==> src/rtl/render_cmd_sched.sv <==
// render_cmd_sched
//   Host-side scheduler for the sprite renderer's 48-bit command stream. Software
//   stages a command as three 16-bit Avalon writes. Commands collect in a FIFO but
//   stay hidden from the renderer until a commit appends the end-of-frame marker.
//
// Ports
//   clk50       system clock, posedge
//   reset       asynchronous, active-high reset
//   chipselect  Avalon select
//   write       Avalon write strobe
//   read        Avalon read strobe
//   address     register index: 0 stage_hi, 1 stage_mid, 2 push, 3 commit/status
//   writedata   Avalon write data
//   readdata    registered read data (status on address 3, zero otherwise)
//   cmd_dout    FIFO head, first-word-fall-through
//   cmd_valid   head belongs to a committed frame
//   cmd_pop     renderer consumes the head (ignored while cmd_valid is low)
module render_cmd_sched #(
    parameter int unsigned DEPTH           = 64,
    parameter int unsigned CMD_W           = 48,
    parameter logic [7:0]  DO_RENDER_MAGIC = 8'hFF
) (
    input  logic             clk50,
    input  logic             reset,
    input  logic             chipselect,
    input  logic             write,
    input  logic             read,
    input  logic [1:0]       address,
    input  logic [15:0]      writedata,
    output logic [15:0]      readdata,
    output logic [CMD_W-1:0] cmd_dout,
    output logic             cmd_valid,
    input  logic             cmd_pop
);

    localparam int unsigned AW = $clog2(DEPTH);
    localparam logic [AW:0] DepthCnt = (AW+1)'(DEPTH);
    localparam logic [AW:0] One      = (AW+1)'(1);
    localparam logic [CMD_W-1:0] MarkerWord = {DO_RENDER_MAGIC, {(CMD_W-8){1'b0}}};

    logic [CMD_W-1:0] r_mem [DEPTH];
    logic [AW-1:0]    r_wr_ptr, r_rd_ptr;
    logic [AW:0]      r_count, r_committed, r_frames;
    logic             r_overflow;
    logic [15:0]      r_stage_hi, r_stage_mid, r_readdata;

    logic             w_wr, w_rd, w_push_req, w_commit_req, w_push_ok, w_commit_ok;
    logic             w_wr_en, w_ovf_set, w_status_rd, w_pop, w_pop_marker;
    logic [CMD_W-1:0] w_head, w_wr_word;
    logic [AW:0]      w_count_d, w_committed_d, w_frames_d;
    logic [7:0]       w_cnt_sat;
    logic [6:0]       w_fr_sat;
    logic [15:0]      w_status;

    assign w_wr         = chipselect & write;
    assign w_rd         = chipselect & read;
    assign w_push_req   = w_wr & (address == 2'd2);
    assign w_commit_req = w_wr & (address == 2'd3);
    // Data stops one short of full so a commit always has room for its marker.
    assign w_push_ok    = w_push_req & (r_count < (DepthCnt - One));
    assign w_commit_ok  = w_commit_req & (r_count < DepthCnt);
    assign w_wr_en      = w_push_ok | w_commit_ok;
    assign w_ovf_set    = (w_push_req & ~w_push_ok) | (w_commit_req & ~w_commit_ok);
    assign w_status_rd  = w_rd & (address == 2'd3);
    assign w_wr_word    = w_commit_ok ? MarkerWord : {r_stage_hi, r_stage_mid, writedata};

    assign w_head       = r_mem[r_rd_ptr];
    assign w_pop        = cmd_pop & (r_committed != '0);
    assign w_pop_marker = w_pop & (w_head[CMD_W-1 -: 8] == DO_RENDER_MAGIC);

    assign cmd_valid    = (r_committed != '0);
    assign cmd_dout     = cmd_valid ? w_head : '0;
    assign readdata     = r_readdata;

    always_comb begin
        w_count_d     = r_count + {{AW{1'b0}}, w_wr_en} - {{AW{1'b0}}, w_pop};
        // A commit exposes everything currently queued plus its own marker.
        w_committed_d = (w_commit_ok ? (r_count + One) : r_committed) - {{AW{1'b0}}, w_pop};
        w_frames_d    = r_frames + {{AW{1'b0}}, w_commit_ok} - {{AW{1'b0}}, w_pop_marker};

        w_cnt_sat = 8'hFF;
        if (int'(r_count) <= 255) w_cnt_sat = 8'(r_count);
        w_fr_sat = 7'h7F;
        if (int'(r_frames) <= 127) w_fr_sat = 7'(r_frames);
        // An overflow in the same cycle as the read is reported immediately.
        w_status = {r_overflow | w_ovf_set, w_fr_sat, w_cnt_sat};
    end

    always_ff @(posedge clk50) begin
        if (w_wr_en) r_mem[r_wr_ptr] <= w_wr_word;
    end

    always_ff @(posedge clk50 or posedge reset) begin
        if (reset) begin
            r_wr_ptr    <= '0;
            r_rd_ptr    <= '0;
            r_count     <= '0;
            r_committed <= '0;
            r_frames    <= '0;
            r_overflow  <= 1'b0;
            r_stage_hi  <= '0;
            r_stage_mid <= '0;
            r_readdata  <= '0;
        end else begin
            if (w_wr && address == 2'd0) r_stage_hi  <= writedata;
            if (w_wr && address == 2'd1) r_stage_mid <= writedata;
            if (w_wr_en) r_wr_ptr <= r_wr_ptr + 1'b1;
            if (w_pop)   r_rd_ptr <= r_rd_ptr + 1'b1;
            r_count     <= w_count_d;
            r_committed <= w_committed_d;
            r_frames    <= w_frames_d;
            if (w_ovf_set)        r_overflow <= 1'b1;
            else if (w_status_rd) r_overflow <= 1'b0;
            if (w_rd) r_readdata <= (address == 2'd3) ? w_status : 16'h0000;
        end
    end

endmodule

==> config.mk <==
export PLATFORM = sky130hd
export DESIGN_NAME = render_cmd_sched
export DESIGN_NICKNAME = d
export VERILOG_FILES = /design/src/rtl/render_cmd_sched.sv
export SDC_FILE = /design/constraint.sdc
export NUM_CORES = 2
export LEC_CHECK = 0
export ABC_AREA = 1
export BUFFER_PORTS_ARGS = -buffer_cell sky130_fd_sc_hd__buf_2
export CAP_MARGIN = 30
export CORE_ASPECT_RATIO = 0.8
export CORE_UTILIZATION = 50
export DETAILED_ROUTE_END_ITERATION = 10
export PLACE_DENSITY_LB_ADDON = 0.1
export SYNTH_ARGS = -nofsm -noshare
export SYNTH_HDL_FRONTEND = slang
export SYNTH_SLANG_ARGS = --single-unit
export TNS_END_PERCENT = 20
==> constraint.sdc <==
create_clock -name clk50 -period 6.73 [get_ports clk50]
set_input_delay 0.3365 -clock clk50 [delete_from_list [all_inputs] [get_ports clk50]]
set_output_delay 0.3365 -clock clk50 [all_outputs]
set_load 0.01 [all_outputs]
Yosys cells after proc, flatten, opt, wreduce, memory -nomap -nowiden
Memory sizes are Yosys's and may differ from the RTL's.
Cells that the tools add are included.
- add/sub/neg operators: 8
- $lt $le $gt $ge: 2
- eq/ne operators: 4
- muxes and demuxes: 8
- bitwise logic cells: 16
- reduce and logical (&&, ||, !) cells: 5
- operator list (kind ; count):
    2-to-1 mux 48 bit ; 2
    subtractor 7 x 1 -> 7 bit ; 3
    2-to-1 mux 16 bit ; 1
    adder 7 x 1 -> 7 bit ; 2
    adder 6 x 1 -> 6 bit, second input constant ; 2
    AND 1 bit ; 11
    equality test 8 bit, second input constant ; 1
    adder 7 x 1 -> 7 bit, second input constant ; 1
    < comparator 7 x 6 -> 1 bit, second input constant ; 1
    < comparator 7 bit, second input constant ; 1
    2-to-1 mux 7 bit ; 1
    nonzero test 7 bit ; 1
    equality test 2 bit, second input constant ; 2
    2-to-1 mux 1 bit ; 4
    bitwise OR 1 bit ; 3
    equality test 2 x 1 -> 1 bit, second input constant ; 1
    logical AND 1 bit ; 2
    logical NOT 2 bit ; 1
    NOT 1 bit ; 2
    nonzero test 2 bit ; 1
- register bits: 82
- RAM bits: 3072
- input bits: 24
- output and inout bits: 65
- word-level logic and storage cells: 53
- memories: 1
- memory list (name ; depth ; bits a word ; rd ports ; clocked after Yosys merged registers in ; write ports ; RTL line ; RTL):
    r_mem ; 64 ; 48 ; 1 ; 0 ; 1 ; 41 ; logic [CMD_W-1:0] r_mem [DEPTH];

Logic depth before layout (Yosys ltp)
- depth in word-level cells: 8
- gate-level depth with buffers: 30

Least setup slack after synthesis
Ideal clock, no wire load.
- path kind: register -> register
- start: reg r_count[1]
- end: mem r_mem[47][0] (enable)
- setup time: 0.513 ns
- data arrival time: 4.536 ns
- setup slack: 1.681 ns
- cell stages (with the launch flop): 9
- buffers on the path: 0
- period minus slack after synthesis: 5.049 ns
- cells stage by stage: dfrtp_1 > ha_1 > nand2_1 > nor2_1 > a21oi_1 > nand4_1 > nand2_1 > nand3_1 > nor3_1
- longest elaborated chain between the ends: 5
- elaborated cells between the ends (all ways): 7
- classes of those cells: order compare: 2; mux: 2; bitwise: 3
- ends and longest elaborated chain (element ; RTL line ; RTL):
    start, declared ; 43 ; logic [AW:0] r_count, r_committed, r_frames;
    start signal, assigned ; 109 ; r_count <= w_count_d;
    < comparator 7 x 6 -> 1 bit or < comparator 7 bit (tied branches) ; 60, 61 ;
    AND 1 bit, on equally long branches ; 60, 61 ;
    bitwise OR 1 bit (*) ; 62 ; assign w_wr_en = w_push_ok | w_commit_ok;
    2-to-1 mux 1 bit (*) ; 90 ; if (w_wr_en) r_mem[r_wr_ptr] <= w_wr_word;
    2-to-1 mux 1 bit (implied by the code) (*) ; 90 ;
    end, declared ; 41 ;
Every way passes the cells marked *; elsewhere a longest branch is shown, timed or not.

Worst setup path after layout
- start: reg r_rd_ptr[0]
- end: out cmd_dout[14]
- longest elaborated chain between the ends: 2
- ends and longest elaborated chain (element ; RTL line ; RTL):
    start, declared ; 42 ; logic [AW-1:0] r_wr_ptr, r_rd_ptr;
    start signal, assigned ; 108 ; if (w_pop) r_rd_ptr <= r_rd_ptr + 1'b1;
    memory (64 x 48 bit) ; n/a ;
    2-to-1 mux 48 bit ; 72 ; assign cmd_dout = cmd_valid ? w_head : '0;
    end, declared ; 31 ; output logic [CMD_W-1:0] cmd_dout,
Every way passes these cells.

==> metrics.cfg <==
[status]
status=finished clean

[logic_synthesis]
ys_dominant_reg_cell=edfxtp_1
ys_top_cells_by_area=edfxtp_1, nor2_1, o21ai_0, nand2_1, nand3_1
netlist_instances=9789
ys_warn_count=0
synth-seq-cells=3153
yosys.area.top_type=edfxtp_1
synth_edf_count=3072
synth-async-reset-ratio_pct=2.57
synth_area_um2=125000
syn-num-nets=9839
yosysTopAreaCellShare_pct=73.7
post-synth-top-count-cell=edfxtp_1
synth.distinct_cells=36
postSynthAreaPerCell_um2=12.8
ys_top_cells_by_count=edfxtp_1, nor2_1, o21ai_0
ys_seq_area_share_pct=75.4

[critical_path]
cp_max_fo=178
crit_required_ns=6.39
crit_type=flip-flop to output pin
critPathCaptureType=output pin
start_kind=flip-flop
arrival_ns=5.41

[min_path]
hold_class=input port to flip-flop

[drt]
vias=82800
drc=0
drt_iter0_markers=13000
viasPerCell=6.19
drt-total-wl_um=404000
wl_per_cell_um=30.2
antenna_left=0
drtPass1Iterations=8

[layout]
fillers=20000
nets=9873
area_growth_pct=12.6
layout.core_utilization_pct=56.9
layout-drive-gt1-share_pct=9.33

[floorplan]
coreArea_um2=248000
io_pins=89
initial_utilization_pct=50.5
dieWidth_um=561
die_h_um=449
die_area_um2=252000
rows=163

[pwr]
finalPower_mw=60.2
pwr_density_cell_nw_per_um2=427
power_leakage_nw=46.5
vdd_ir_drop_max_uv=478

[clocking]
clkLatencyLatePin_ns=0.88
cts_max_level=5
hold_buffers=12
cts_setup_buffers=0
tritoncts=done
cts_resized=0
numCtsBuffers=315
cts.path.max_buffers=4
clk_pin_slew_worst_paths_ns=0.06
root_buffer=clkbuf_16
cts.sinks=3153

[sta]
hold_viol=0
worst_slew_pin_slew_ns=1.27
relSlewSlack_pct=15.5
post-route-period-util_pct=85.3
setup_viol=0
fin_crit_ns=5.74
rsz0062_at_grt=no
finalSetupTns_ns=0
max_freq_mhz=174
fin_skew_ns=0.0420
slew_viol_final=0

[global_route]
grt_usage_pct=31.5
grt-ovfl-total=0
grt_antenna_before_repair=24
grt_max_degree=207
grt_pass1_wl_um=571000
grt_pass1_vias=77000

[place]
gp_congestion=0.820
io_buffers=87
hpwlAfterDp_um=206000

[job]
drv_cap=0

[layer usage]
layer,vias up,wire length [um],global-route usage (%)
met5,-,57,0
met4,10,14100,10.5
met3,734,43000,6.02
met2,4623,179000,47.4
met1,41600,167000,46.3
li1,35800,-,-
[cell families (layout without fill, tap and decap cells)]
logic type / count (synthesis) / count (layout) / share of synthesized area [%]
and+or+nand+nor: 3351 / 3351 / 10.7
DFF: 3153 / 3153 / 75.4
AOI/OAI and AO/OA: 2352 / 2352 / 10.4
buffers and inverters: 874 / 1155 / 3.00
xor gates and xnor gates: 29 / 29 / 0.203
adders and majority gates: 26 / 26 / 0.272
muxes: 3 / 3 / 0.0240
other: 1 / 7 / 0.00300
[per-stage QoR]
stage	cells	instance area, um^2	worst slack [ns]	hold slack (ns)
3_3_place_gp	12800	130000	1.34	0.349
6_report	13400	141000	0.988	0.0366
5_1_grt	13400	141000	0.718	0.0343
3_5_place_dp	12800	131000	1.34	0.355
4_1_cts	13400	141000	1.03	0.0116
2_1_floorplan	9789	125000	1.68	0.446
[power breakdown]
| group | switching (mW) | internal [mW] |
|---|---|---|
| Sequential | 0.314 | 22.5 |
| Clock | 7.51 | 9.84 |
| Combinational | 14.7 | 5.40 |
| Total | 22.5 | 37.7 |
[layout by cell type (no fill, tap or decap), drive strengths merged, types with 3 or more instances in the layout]
cell         synthesis  final
a21oi              209    209
buf                307    373
bufinv               0     25
clkbuf             361    401
clkinv               2    118
clkinvlp             0      9
dfrtp               81     81
diode                0      6
dlygate4sd3          0     12
edfxtp            3072   3072
ha                  24     24
inv                204    217
mux2i                3      3
nand2              835    835
nand3              499    499
nand4               47     47
nor2              1941   1941
nor3                 8      8
o211ai             308    308
o21ai             1477   1477
o221ai              26     26
o22ai              325    325
or2                 17     17
xnor2                8      8
xor2                21     21
[worst max-delay path, cell delays in order (launching register included)]
cell	delay [ns]
dfrtp_4	0.54
buf_4	0.65
buf_4	0.62
buf_12	0.56
nor2_1	0.11
nor2_1	0.12
o21ai_1	0.08
o211ai_1	0.14
nand3_1	0.18
nand4_1	0.15
nand3_1	0.08
a21oi_1	0.65
buf_4	0.27
buf_2	0.14
[layout make-up]
class                      instances  area [um^2]  area share, %
sequential                      3153        94300           66.9
multi-input combinational       5762        27900           19.8
clock buffer                     401         8420           5.98
tap                             3300         4130           2.93
timing repair buffer             385         3820           2.71
clock inverter                   163         1530           1.09
inverter                         206          827          0.587
antenna                            6         15.0         0.0107
[path summary, 6_finish.rpt]
check,from,to,slack [ns],cells after the start
min reg2reg,readdata[4],readdata[4],0.48,2
min in group asynchronous,reset,readdata[8],0.61,4
max,r_rd_ptr[0],cmd_dout[14],0.99,13
min,writedata[1],r_stage_mid[1],0.04,3
max reg2reg,r_rd_ptr[2],r_frames[6],1.26,23
max in group asynchronous,reset,r_stage_hi[1],5.09,6
[sequential cells by signal (all words and copies together) (netlist names)]
register     cells
r_stage_hi      16
r_wr_ptr         6
r_committed      7
readdata        15
r_count          7
r_overflow       1
r_mem         3072
r_frames         7
r_rd_ptr         6
r_stage_mid     16
(Power assumes the default switching activity.)
